`config.mk`:
```
export PLATFORM = sky130hd
export DESIGN_NAME = mem_port_arbiter
export DESIGN_NICKNAME = d
export VERILOG_FILES = /design/src/rtl/mem_port_arbiter.sv
export SDC_FILE = /design/constraint.sdc
export NUM_CORES = 1
export LEC_CHECK = 0
export ABC_CLOCK_PERIOD_IN_PS = 5300
export CORE_ASPECT_RATIO = 1.2
export CORE_MARGIN = 2
export CORE_UTILIZATION = 35
export CTS_CLUSTER_DIAMETER = 150
export DETAILED_ROUTE_END_ITERATION = 12
export GPL_TIMING_DRIVEN = 0
export PLACE_DENSITY = 0.73
export SYNTH_ARGS = -nofsm -noshare
export SYNTH_HDL_FRONTEND = slang
export SYNTH_SLANG_ARGS = --single-unit
```
`constraint.sdc`:
```
create_clock -name CLK -period 5.3 [get_ports CLK]
set_clock_uncertainty 0.15 [all_clocks]
set_input_delay 0.795 -clock CLK [delete_from_list [all_inputs] [get_ports CLK]]
set_output_delay 0.795 -clock CLK [all_outputs]
set_load 0.005 [all_outputs]
```
`src/rtl/mem_port_arbiter.sv`:
```
// Arbitrates one single-port memory between the fetch (IF) and memory (MEM) stages; data wins unless fetch has waited MAX_DATA_BURST grants.
// Optional watchdog abort compiled in with MEM_ARB_TIMEOUT_EN.
module mem_port_arbiter #(
    parameter int AW             = 32,
    parameter int DW             = 32,
    parameter int MAX_DATA_BURST = 4,
    parameter int TIMEOUT_CYCLES = 64
) (
    input  logic            CLK,
    input  logic            Reset,
    input  logic            IReqF,
    input  logic [AW-1:0]   IAddrF,
    output logic [DW-1:0]   IRdataF,
    output logic            IReadyF,
    input  logic            DReqM,
    input  logic            DWeM,
    input  logic [AW-1:0]   DAddrM,
    input  logic [DW-1:0]   DWdataM,
    input  logic [DW/8-1:0] DBeM,
    output logic [DW-1:0]   DRdataM,
    output logic            DReadyM,
    output logic            MemReq,
    output logic            MemWe,
    output logic [AW-1:0]   MemAddr,
    output logic [DW-1:0]   MemWdata,
    output logic [DW/8-1:0] MemBe,
    input  logic [DW-1:0]   MemRdata,
    input  logic            MemAck,
    output logic            StallFetch,
    output logic            StallMem,
    output logic            ErrTimeout
);

    if ((DW % 8) != 0) begin : g_dw_chk
        $error("DW must be a multiple of 8");
    end
    if (MAX_DATA_BURST < 1 || MAX_DATA_BURST > 15) begin : g_burst_chk
        $error("MAX_DATA_BURST must be in 1..15");
    end
    if (TIMEOUT_CYCLES < 1) begin : g_tmo_chk
        $error("TIMEOUT_CYCLES must be at least 1");
    end

    localparam logic [3:0] BURST_MAX = 4'(MAX_DATA_BURST);

    typedef enum logic [1:0] {IDLE, FETCH, DATA, DONE} state_t;

    state_t     r_state;
    logic [3:0] r_burst;
    logic       r_winner_d;

    logic w_fetch_forced;
    logic w_grant_d;

    // Fetch overrides data only once the burst budget is used up while it waits.
    assign w_fetch_forced = IReqF && (r_burst == BURST_MAX);
    assign w_grant_d      = DReqM && !w_fetch_forced;

    assign StallFetch = IReqF & ~IReadyF;
    assign StallMem   = DReqM & ~DReadyM;

`ifdef MEM_ARB_TIMEOUT_EN
    localparam int TW = ($clog2(TIMEOUT_CYCLES + 1) > 8) ? $clog2(TIMEOUT_CYCLES + 1) : 8;
    logic [TW-1:0] r_tmo;
`else
    assign ErrTimeout = 1'b0;
`endif

    always_ff @(posedge CLK) begin
        if (!Reset) begin
            r_state    <= IDLE;
            r_burst    <= '0;
            r_winner_d <= 1'b0;
            MemReq     <= 1'b0;
            MemWe      <= 1'b0;
            MemAddr    <= '0;
            MemWdata   <= '0;
            MemBe      <= '0;
            IRdataF    <= '0;
            DRdataM    <= '0;
            IReadyF    <= 1'b0;
            DReadyM    <= 1'b0;
`ifdef MEM_ARB_TIMEOUT_EN
            ErrTimeout <= 1'b0;
            r_tmo      <= '0;
`endif
        end else begin
            IReadyF <= 1'b0;
            DReadyM <= 1'b0;
`ifdef MEM_ARB_TIMEOUT_EN
            ErrTimeout <= 1'b0;
`endif
            case (r_state)
                IDLE: begin
                    if (w_grant_d) begin
                        r_state    <= DATA;
                        r_winner_d <= 1'b1;
                        MemReq     <= 1'b1;
                        MemWe      <= DWeM;
                        MemAddr    <= DAddrM;
                        MemWdata   <= DWdataM;
                        MemBe      <= DBeM;
                        if (!IReqF)
                            r_burst <= '0;
                        else if (r_burst != BURST_MAX)
                            r_burst <= r_burst + 4'd1;
`ifdef MEM_ARB_TIMEOUT_EN
                        r_tmo <= '0;
`endif
                    end else if (IReqF) begin
                        r_state    <= FETCH;
                        r_winner_d <= 1'b0;
                        MemReq     <= 1'b1;
                        MemWe      <= 1'b0;
                        MemAddr    <= IAddrF;
                        MemWdata   <= '0;
                        MemBe      <= '1;
                        r_burst    <= '0;
`ifdef MEM_ARB_TIMEOUT_EN
                        r_tmo <= '0;
`endif
                    end
                end
                FETCH, DATA: begin
                    if (MemAck) begin
                        r_state <= DONE;
                        MemReq  <= 1'b0;
                        if (r_winner_d) begin
                            DRdataM <= MemRdata;
                            DReadyM <= 1'b1;
                        end else begin
                            IRdataF <= MemRdata;
                            IReadyF <= 1'b1;
                        end
                    end
`ifdef MEM_ARB_TIMEOUT_EN
                    // Abort completes the access with zero data so the stalled stage can move on.
                    else if (r_tmo == TW'(TIMEOUT_CYCLES - 1)) begin
                        r_state    <= DONE;
                        MemReq     <= 1'b0;
                        ErrTimeout <= 1'b1;
                        if (r_winner_d) begin
                            DRdataM <= '0;
                            DReadyM <= 1'b1;
                        end else begin
                            IRdataF <= '0;
                            IReadyF <= 1'b1;
                        end
                    end else begin
                        r_tmo <= r_tmo + 1'b1;
                    end
`endif
                end
                DONE: r_state <= IDLE;
                default: r_state <= IDLE;
            endcase
        end
    end

endmodule

```
Yosys cells after proc, flatten, opt, wreduce, memory -nomap -nowiden --
Index checks and enable logic that the tools add are counted.
Operators by class: $lt $le $gt $ge 0, muxes and demuxes 23, $mul 0, shifts and indexed selects 0, bitwise operators 5, divide/modulo/power cells 0, equality and inequality tests 8, add/subtract/negate cells 1, reduce and logical (&&, ||, !) cells 14
Operator list (number):
- 32-bit 2-to-1 mux | 4
- 4-bit 2-to-1 mux | 6
- 3-bit AND reduction | 5
- 1-bit 2-to-1 mux | 8
- 2-bit 2-to-1 mux | 3
- 2-bit case mux with 3 select lines | 1
- 4-bit by 1-bit adder with 4-bit output, second input constant | 1
- 2-bit == test, second input constant | 2
- 4-bit by 3-bit == test with 1-bit output, second input constant | 1
- 4-bit by 3-bit inequality test with 1-bit output, second input constant | 1
- 2-bit AND reduction | 2
- 2-bit nonzero test | 2
- 3-bit by 2-bit inequality test with 1-bit output, second input constant | 1
- 3-bit inequality test, second input constant | 1
- 1-bit NOT | 3
- 1-bit AND | 2
- 2-bit by 1-bit == test with 1-bit output, second input constant | 1
- 1-bit logical AND | 2
- 2-bit logical NOT | 1
- 2-bit inequality test, second input constant | 1
- 1-bit case mux with 2 select lines | 1
- 2-bit OR reduction | 1
- 1-bit logical NOT | 1
Storage, ports and cells: memories 0, register bits after elaboration 143, output and inout port bits 139, memory bits (writable) 0, latch bits 0, ROM bits 0, logic and storage cells 63

Depth between registers and ports, before layout --
Gate-level depths: netlist of the first run.
word-level depth 6, depth in mapped cells 8, gate-level depth less buffers 6

Least setup slack after synthesis of the first run --
OpenSTA, ideal clock, no wires.
path kind input to output, start input port DReqM, end output port StallMem, arrival 1.118 ns, stages on the path 2, path buffers 1, data required time 4.355 ns, setup slack 3.237 ns, path through buf_2 > nor2b_1
Between the ends: longest elaborated chain between the ends 1
Ends and longest elaborated chain:
- start: declaration | RTL line 15 | input logic DReqM,
- 1-bit AND | RTL line 60 | assign StallMem = DReqM & ~DReadyM;
- end: declaration | RTL line 30 | output logic StallMem,
No other way between the ends.

Final worst setup path of the first run --
start input port IReqF, end output port StallFetch
Between the ends: longest elaborated chain between the ends 1
Ends and longest elaborated chain:
- start: declaration | RTL line 11 | input logic IReqF,
- 1-bit AND | RTL line 59 | assign StallFetch = IReqF & ~IReadyF;
- end: declaration | RTL line 29 | output logic StallFetch,
No other way between the ends.

==> results of run 1 <==
sequential cells by signal, indices dropped and copies added, names as in the netlist, 2 cells and up:
| name | count |
|---|---|
| MemWdata | 32 |
| r_burst | 4 |
| MemBe | 4 |
| DRdataM | 32 |
| IRdataF | 32 |
| r_state | 2 |
| MemAddr | 32 |
cell type report:
| class | count | area, µm² | area share [%] |
|---|---|---|---|
| sequential | 143 | 2860 | 31.1 |
| timing repair buffer | 272 | 2720 | 29.6 |
| multi-input combinational | 443 | 2400 | 26.1 |
| clock buffer | 21 | 470 | 5.11 |
| buffer | 56 | 280 | 3.05 |
| tap | 208 | 260 | 2.83 |
| clock inverter | 9 | 180 | 1.96 |
| inverter | 6 | 22.5 | 0.245 |
power groups by stage:
stage | combinational [µW] | clock, µW | sequential, µW
floorplan | 525 | 0 | 1470
global route | 1410 | 1400 | 1470
CTS | 1300 | 1350 | 1440
finish | 1290 | 1330 | 1440
global placement | 1290 | 0 | 1460
detailed placement | 1300 | 0 | 1460
cells in the mapped netlist, drive strengths merged, types with 4 or more instances:
master	instances	area share [%]
nand2	169	11
dfxtp	143	51
a21oi	67	6.0
a21boi	66	8.9
nor2b	40	4.5
o21ai	36	3.3
a22oi	34	4.6
buf	32	3.4
clkbuf	24	1.6
inv	6	0.40
and2	4	0.45
nor2	4	0.27
o221a	4	0.81
cells in the final DEF (no fill, tap or decap), drive strengths merged:
cell type / instances
clkbuf: 45
or2: 1
inv: 7
nand3: 3
clkinv: 2
a22oi: 34
a31oi: 1
dfxtp: 143
nand2b: 1
o32a: 1
clkinvlp: 1
buf: 32
nand4b: 1
o32ai: 1
nor2b: 40
o22ai: 1
conb: 1
ha: 3
o21a: 1
a21oi: 67
a32oi: 1
clkdlybuf4s50: 272
nor2: 4
and3: 2
o31ai: 1
a21boi: 66
and2: 4
bufinv: 5
o221a: 4
o21ai: 36
nand2: 169
worst max-delay path: cells and delay by family:
kind | cells | cell delay, ps
AND/OR/NAND/NOR | 1 | 220
buffers and inverters | 2 | 690
logic make-up after synthesis:
family / count (synthesis)
simple gates: 225
compound gates: 214
flops: 143
buf+inv: 62
fa+ha+maj: 3
other cells: 1
per-stage QoR:
| step | util [%] | cells | instance area, µm² |
|---|---|---|---|
| after floorplan | - | 648 | 5570 |
| after global placement | 54.9 | 1128 | 8550 |
| after detailed placement | 54.9 | 1128 | 8550 |
| after CTS | 59.1 | 1158 | 9200 |
| after global routing | 59.1 | 1158 | 9200 |
| final | 59.1 | 1158 | 9200 |
path summary, 6_finish.rpt:
kind | slack [ps] | endpoint | startpoint
worst max-delay path | 2640 | StallFetch | IReqF
worst min register to register | 310 | IRdataF[12]$_SDFFE_PN0P_ | IRdataF[12]$_SDFFE_PN0P_
worst max register to register | 3310 | IRdataF[8]$_SDFFE_PN0P_ | r_state[0]$_SDFFE_PN0P_
worst min-delay path | 310 | IRdataF[12]$_SDFFE_PN0P_ | IRdataF[12]$_SDFFE_PN0P_
per-layer routing:
| metal | up-vias | global-route usage [%] |
|---|---|---|
| met5 | - | 0 |
| met4 | 0 | 7.39 |
| met3 | 27 | 8.81 |
| met2 | 237 | 37.1 |
| met1 | 2514 | 23.8 |
| li1 | 2760 | - |
==> results.json, run 1 <==
{
  "whs_path_depth": 2,
  "htreeDepth": 4,
  "rsz0062_at_grt": "no",
  "ys.flop_type": "dfxtp_1",
  "dieArea_um2": 16900,
  "drtIter0Drc": 220,
  "synth_compound_area_share_pct": 24.7,
  "period_minus_slack_ps": 2660,
  "fin_worst_hold_slack_ps": 311,
  "powerDensity_nw_per_um2": 441,
  "drive_above_1_share_pct": 6.95,
  "ys_ff_latch": 143,
  "synthXorXnorAreaFrac_pct": 0,
  "hold_class": "flop to flop",
  "core_area_um2": 15600,
  "switchingPower_uw": 1170,
  "wl_met2_um": 8670,
  "end_kind": "primary output",
  "ir_drop_uv": 226,
  "synthMuxAreaShare_pct": 0,
  "synth_edf_count": 0,
  "grt_max_degree": 17,
  "cts_resized": 0,
  "clk_pin_slew_worst_paths_ps": 60,
  "postCtsSetupRepairBufs": 0,
  "period_share_pct": 50.2,
  "nFillCells": 1421,
  "area_growth_syn_to_layout_pct": 65.2,
  "cp-start-kind": "input pin",
  "reg2reg_depth": 7,
  "fp.dieW_um": 119,
  "routedWlPerCell_um": 15.6,
  "crit_path_top_delay_cell": "clkdlybuf4s50_1",
  "track_usage_pct": 21.5,
  "internal-power_uw": 2890,
  "vias_per_cell": 4.78,
  "drv_slew": 0,
  "syn-num-nets": 789,
  "setup_ws_ps": 2640,
  "cts_made_buffers": 17,
  "num_io_pins": 277,
  "holdBufCountCts": 0,
  "dr.pass1.iters": 4,
  "ys_async_sr_fraction_pct": 0,
  "critPathMaxFanout": 8,
  "power.leakage_uw": 0.00334,
  "drtAntennaViolNets": 0,
  "cap_violations": 0,
  "antenna_found_initial": 0,
  "cp_cell_sequence": "buf_4, nor2b_1, clkdlybuf4s50_1",
  "cts_root_buf": "clkbuf_16",
  "clock_sinks": 143,
  "yosysSeqAreaShare_pct": 51.4,
  "fmax_ghz": 0.376,
  "status": "finished, final reports clean",
  "routed.top_layer": "met4",
  "synth_cells": 648,
  "wl_met3_um": 1710,
  "num_vias": 5538,
  "yosys_warnings": 0,
  "clk_latency_ps": 410,
  "synth_top_family_by_area": "compound AO/OA/AOI/OAI gates",
  "worstPathRequired_ps": 4360,
  "wl_met1_um": 7360,
  "nets": 1080,
  "setup_tns_ps": 0,
  "num_rows": 50,
  "antenna_cells": 0,
  "grt-ovfl-total": 0,
  "gp_congestion": 0.799,
  "p_comb_share_pct": 31.8,
  "clockBufferDepth": 2,
  "p_total_uw": 4060,
  "pwr-share-clk_pct": 32.7,
  "max_stage_delay_ps": 530,
  "dpl_worst_slack_ps": 2610,
  "synthAdderAreaFrac_pct": 0.674,
  "syn_area_um2": 5570,
  "synthSimpleGateAreaFrac_pct": 17.7,
  "cp.arrival_ps": 1710,
  "die_h_um": 142,
  "drc": 0,
  "grt_pass1_wl_um": 28500,
  "swShare_pct": 28.9,
  "synthDistinctLibCells": 32,
  "path_class": "input pin to primary output",
  "routed_wl_um": 18100,
  "sequentialPowerShare_pct": 35.5,
  "setup_violations": 0,
  "port_buffers": 272,
  "hpwl_um": 13700,
  "cts_tree": "done",
  "start_util_pct": 35.8,
  "finalHoldViolCount": 0,
  "first_global_vias": 5445,
  "avgSynthCellArea_um2": 8.59
}
No activity file was read; power rests on OpenSTA's default activity.
==> run 2, diff against run 1 <==
--- a/config.mk
+++ b/config.mk
@@ -5,7 +5,7 @@
 export SDC_FILE = /design/constraint.sdc
 export NUM_CORES = 1
 export LEC_CHECK = 0
-export ABC_CLOCK_PERIOD_IN_PS = 5300
+export ABC_CLOCK_PERIOD_IN_PS = 2700
 export CORE_ASPECT_RATIO = 1.2
 export CORE_MARGIN = 2
 export CORE_UTILIZATION = 35
==> constraint.sdc (replaced) <==
create_clock -name CLK -period 2.7 [get_ports CLK]
set_clock_uncertainty 0.15 [all_clocks]
set_input_delay 0.405 -clock CLK [delete_from_list [all_inputs] [get_ports CLK]]
set_output_delay 0.405 -clock CLK [all_outputs]
set_load 0.005 [all_outputs]
==> results of run 2 <==
Same layout as run 1 (identical final DEF). Status: finished, final reports clean.
Main changes from that run: setup slack after placement 2610 ps -> 484 ps; setup slack after layout 2640 ps -> 706 ps; hold slack 311 ps -> 265 ps; start point of the critical path IReqF -> r_state[0]$_SDFFE_PN0P_; end point of the critical path StallFetch -> IRdataF[8]$_SDFFE_PN0P_; register-to-register setup slack 3310 ps -> 710 ps; end point of the worst hold path IRdataF[12]$_SDFFE_PN0P_ -> MemReq$_SDFFE_PN0P_; total power 4060 µW -> 7960 µW; worst IR drop on VDD 226 µV -> 444 µV
==> RTL change 1 (config.mk and constraints of run 2) <==
Re-encode `state_t` (4 states) as Gray code, 2 bits wide.
--- a/src/rtl/mem_port_arbiter.sv
+++ b/src/rtl/mem_port_arbiter.sv
@@ -43,7 +43,7 @@
 
     localparam logic [3:0] BURST_MAX = 4'(MAX_DATA_BURST);
 
-    typedef enum logic [1:0] {IDLE, FETCH, DATA, DONE} state_t;
+    typedef enum logic [1:0] {IDLE = 2'b00, FETCH = 2'b01, DATA = 2'b11, DONE = 2'b10} state_t;
 
     state_t     r_state;
     logic [3:0] r_burst;
Formal check against the unedited RTL: no difference found for any inputs over 4 cycles, from zero or initial values and one cycle with Reset low; so few cycles prove little.
==> RTL change 1 against run 2 <==
Sequential cell count did not move; design area rose by 5.2%; worst setup slack got worse by 560 ps; register-to-register slack got worse by 300 ps; routed wire length rose by 11%; core utilization fell by 1.9 points; synthesized area rose by 8.6%; cell count rose by 4.0%.
Power is not compared: it rests on default switching activity, and its combinational part moved more than twofold at a synthesized area within 25%.
==> RTL change 1: results (changes against run 2) <==
Placement
  • Post-Place Cell Area: 9050 um^2 (was 8550 um^2)
  • HPWL after DPL: 15000 um (was 13700 um)
  • # port buffers: 273 (was 272)
  • Place WS: 63.1 ps (was 484 ps)
  • RD Place Congestion: 0.772 (was 0.799)

Yosys
  • Yosys top cell area share: 47.4% (was 51.4%)
  • Dominant synthesized flop cell: dfxtp_1 (unchanged)
  • Net Count, Synth: 823 (was 789)
  • Sequential-to-total area share from yosys stat: 47.4% (was 51.4%)
  • Xor/xnor share of the synthesized area: 0.290% (was 0%)
  • Most common library cells after synthesis: dfxtp_1 (143), nand2_1 (131), a21boi_0 (130) (was nand2_1 (169), dfxtp_1 (143), a21oi_1 (67))
  • Synth Area in Compound Gates: 30.3% (was 24.7%)
  • Adder-Cell Fraction of Synth Area: 0.414% (was 0.674%)
  • Synth unique cells: 30 (was 32)
  • Synth area leaders: dfxtp_1 (47%), a21boi_0 (16%), nand2_1 (8.1%) (was dfxtp_1 (51%), nand2_1 (11%), a21boi_0 (8.9%))

Power and ir drop
  • Pwr Total: 5870 uW
  • Total sequential power: 2330 uW

Layout
  • Layout cell share with drive strength beyond 1: 4.76% (was 6.95%)
  • Nets: 1115 (was 1080)
  • Fill count: 1590 (was 1421)

GRT
  • First-pass GRT wire length: 31100 um (was 28500 um)
  • GRT Util Overall: 21.6% (was 21.5%)
  • Vias in the first global route: 5956 (was 5445)

Worst hold path
  • Hold Path Class: input port to register (unchanged)

Drt
  • WL/cell: 16.6 um (was 15.6 um)
  • Via density per instance: 4.97 (was 4.78)
  • Drt initial violations: 284 (was 220)
  • First-pass DRT Iterations: 5 (was 4)

Outcome
  • Status: complete, no violations (unchanged)

Setup path
  • Critical Path AT: 2000 ps (was 2180 ps)

CTS
  • CTS max path bufs: 2 (unchanged)
==> RTL change 1: cell types whose count changed in the layout (fill, tap and decap cells not counted), moves of 6 or more <==
cell and delta:
and3_1 +32, a21boi_0 +64, a21oi_1 -67, a21boi_1 +6, clkbuf_1 +37, nand3_1 +32
buf_2 -12, a22oi_1 -34, nand2_1 -38, nor2b_1 -38, o21bai_1 +32, o311a_1 +32
==> RTL change 1: layer usage <==
layer	GRT usage [%]	wire, um	vias to the layer above	part of all wire (%)
met1	24.6	7900	2757	39
li1	-	-	2989	-
met2	38.5	10200	225	51
met3	7.37	1670	15	8.4
met4	5.11	231	0	1.2
met5	0	0	-	0
==> RTL change 1: cell type report <==
type / instances / area (um^2) / share of cell area, %
Timing Repair Buffer: 273 / 2730 / 28.2
Clock buffer: 20 / 447 / 4.62
Multi-Input combinational cell: 465 / 2860 / 29.5
Clock inverter: 12 / 181 / 1.87
Tap cell: 216 / 270 / 2.79
Inverter: 2 / 7.51 / 0.0776
Buffer: 73 / 318 / 3.28
Sequential cell: 143 / 2860 / 29.6
==> RTL change 1: final timing paths <==
| kind | start | to | slack [ps] | depth (start not counted) |
|---|---|---|---|---|
| max | DReqM | StallMem | 140 | 4 |
| min reg2reg | IRdataF[23] | IRdataF[23] | 310 | 2 |
| max reg2reg | r_burst[0] | MemWdata[10] | 410 | 8 |
| min | IReqF | r_burst[2] | 260 | 3 |
==> RTL change 1: worst max-delay path, cell delays in order <==
cell,delay [ps]
clkdlybuf4s50_1,550
clkbuf_1,360
nor2b_1,180
clkdlybuf4s50_1,500
==> RTL change 1: stage by stage <==
stage | instances | util, %
after floorplan | 683 | -
after global placement | 1172 | 53.5
after detailed placement | 1172 | 53.5
after CTS | 1204 | 57.2
after global routing | 1204 | 57.2
final | 1204 | 57.2
==> RTL change 2 (flow settings as in run 2) <==
Without the edit above. Build with the macro `MEM_ARB_TIMEOUT_EN` defined.
--- a/src/rtl/mem_port_arbiter.sv
+++ b/src/rtl/mem_port_arbiter.sv
@@ -1,5 +1,7 @@
 // Arbitrates one single-port memory between the fetch (IF) and memory (MEM) stages; data wins unless fetch has waited MAX_DATA_BURST grants.
 // Optional watchdog abort compiled in with MEM_ARB_TIMEOUT_EN.
+`define MEM_ARB_TIMEOUT_EN
+
 module mem_port_arbiter #(
     parameter int AW             = 32,
     parameter int DW             = 32,
Function: same outputs for any inputs over 4 cycles, from zero or initial values and one cycle with Reset low; that may be too few to reach the edited logic, so the function may still have changed.
==> RTL change 2 against run 2 <==
Synthesized area is 0.97% lower; sequential cell count is 9 higher; routed wire length is 3.1% lower; worst setup slack worse by 370 ps; die area is 0.93% lower; global-route usage is 0.74 points lower; cell count is 6.4% lower; design area is 0.45% lower; critical path depth stayed put; via count is 2.1% higher; total power is 0.48% lower; largest cell class is now flip-flops and latches.
==> RTL change 2: results (changes against run 2) <==
Drt
  • Drt initial violations: 363 (was 220)
  • Routed WL: 17500 um (was 18100 um)
  • First-pass DRT Iterations: 5 (was 4)
  • Via count: 5652 (was 5538)
  • Routed wl met3: 1620 um (was 1710 um)
  • Routed met1 length: 7050 um (was 7360 um)
  • WL/cell: 16.2 um (was 15.6 um)

Placement
  • Placed Cells: 1052 (was 1128)
  • HPWL after DPL: 13000 um (was 13700 um)

Power and ir drop
  • NetSw: 2460 uW (was 2300 uW)
  • Leak: 0.00336 uW (was 0.00334 uW)

Setup path
  • Reg-to-reg endpoint: IRdataF[17] (was IRdataF[8])

GRT
  • Global Route met3 Usage: 7.96% (was 8.81%)
  • Vias in the first global route: 5540 (was 5445)
  • Met1 Usage GRT: 23.0% (was 23.8%)
  • GRT met2 Usage: 36.1% (was 37.1%)
  • GRT Util Overall: 20.7% (was 21.5%)
  • First-pass GRT wire length: 28100 um (was 28500 um)

Yosys
  • Synth area leaders: dfxtp_1 (55%), a32o_1 (12%), nand2_1 (5.0%) (was dfxtp_1 (51%), nand2_1 (11%), a21boi_0 (8.9%))
  • Mapped Avg Cell Area: 9.69 um^2 (was 8.59 um^2)
  • Net Count, Synth: 711 (was 789)
  • Synth unique cells: 40 (was 32)

Worst hold path
  • WHS Endpoint: DRdataM[9] (was MemReq)
  • Hold Path Depth: 1 (was 4)
  • Hold Path Class: register to register (was input port to register)

Layout
  • Layout cell share with drive strength beyond 1: 5.14% (was 6.95%)
  • Fill count: 1406 (was 1421)
  • Nets: 1005 (was 1080)

Outcome
  • Status: complete, no violations (unchanged)
[RTL change 2: cell families (layout without fill, tap and decap cells)]
group | after synthesis | after routing | synth area share [%]
compound gates | 205 | 205 | 28.2
simple gates | 145 | 145 | 11.3
buf+inv | 63 | 370 | 4.47
fa+ha+maj | 4 | 4 | 0.907
flops | 152 | 152 | 55.2
[RTL change 2: worst max-delay path: stages, from the launching register on]
cell and delay, ps:
dfxtp_1 320, inv_1 40, ha_1 260, clkbuf_1 320, nand2_1 210, nor2_1 330
clkbuf_1 450, a32o_1 230
[RTL change 2: worst max-delay path by stage]
stage	endpoint	slack [ps]	depth (start not counted)
detailed placement	MemWdata[30]	80	5
global route	IRdataF[27]	100	7
global placement	MemWdata[26]	110	5
CTS	IRdataF[18]	310	7
floorplan	IRdataF[0]	820	7
finish	IRdataF[17]	340	7
[RTL change 2: final cells by class]
cell class	instances	area, um^2	share of cell area, %
Tap cell	208	260	2.84
Buffer	54	213	2.32
Sequential cell	152	3040	33.2
Inverter	9	33.8	0.369
Timing Repair Buffer	275	2750	30.0
Clock buffer	17	425	4.64
Clock inverter	15	208	2.27
Multi-Input combinational cell	354	2230	24.3
[RTL change 2: power by group through the flow]
stage               logic [uW]  registers, uW  clock network (uW)
floorplan                 1070           2970                   0
global placement          2500           2930                   0
detailed placement        2510           2950                   0
CTS                       2520           2900                2590
global route              2740           2950                2680
finish                    2500           2900                2530
[RTL change 2: stage by stage]
stage | power, uW | worst slack (ps)
after global routing | 8360 | 100
after global placement | 5430 | 110
final | 7920 | 338
after CTS | 8010 | 308
after detailed placement | 5460 | 80.1
after floorplan | 4040 | 817
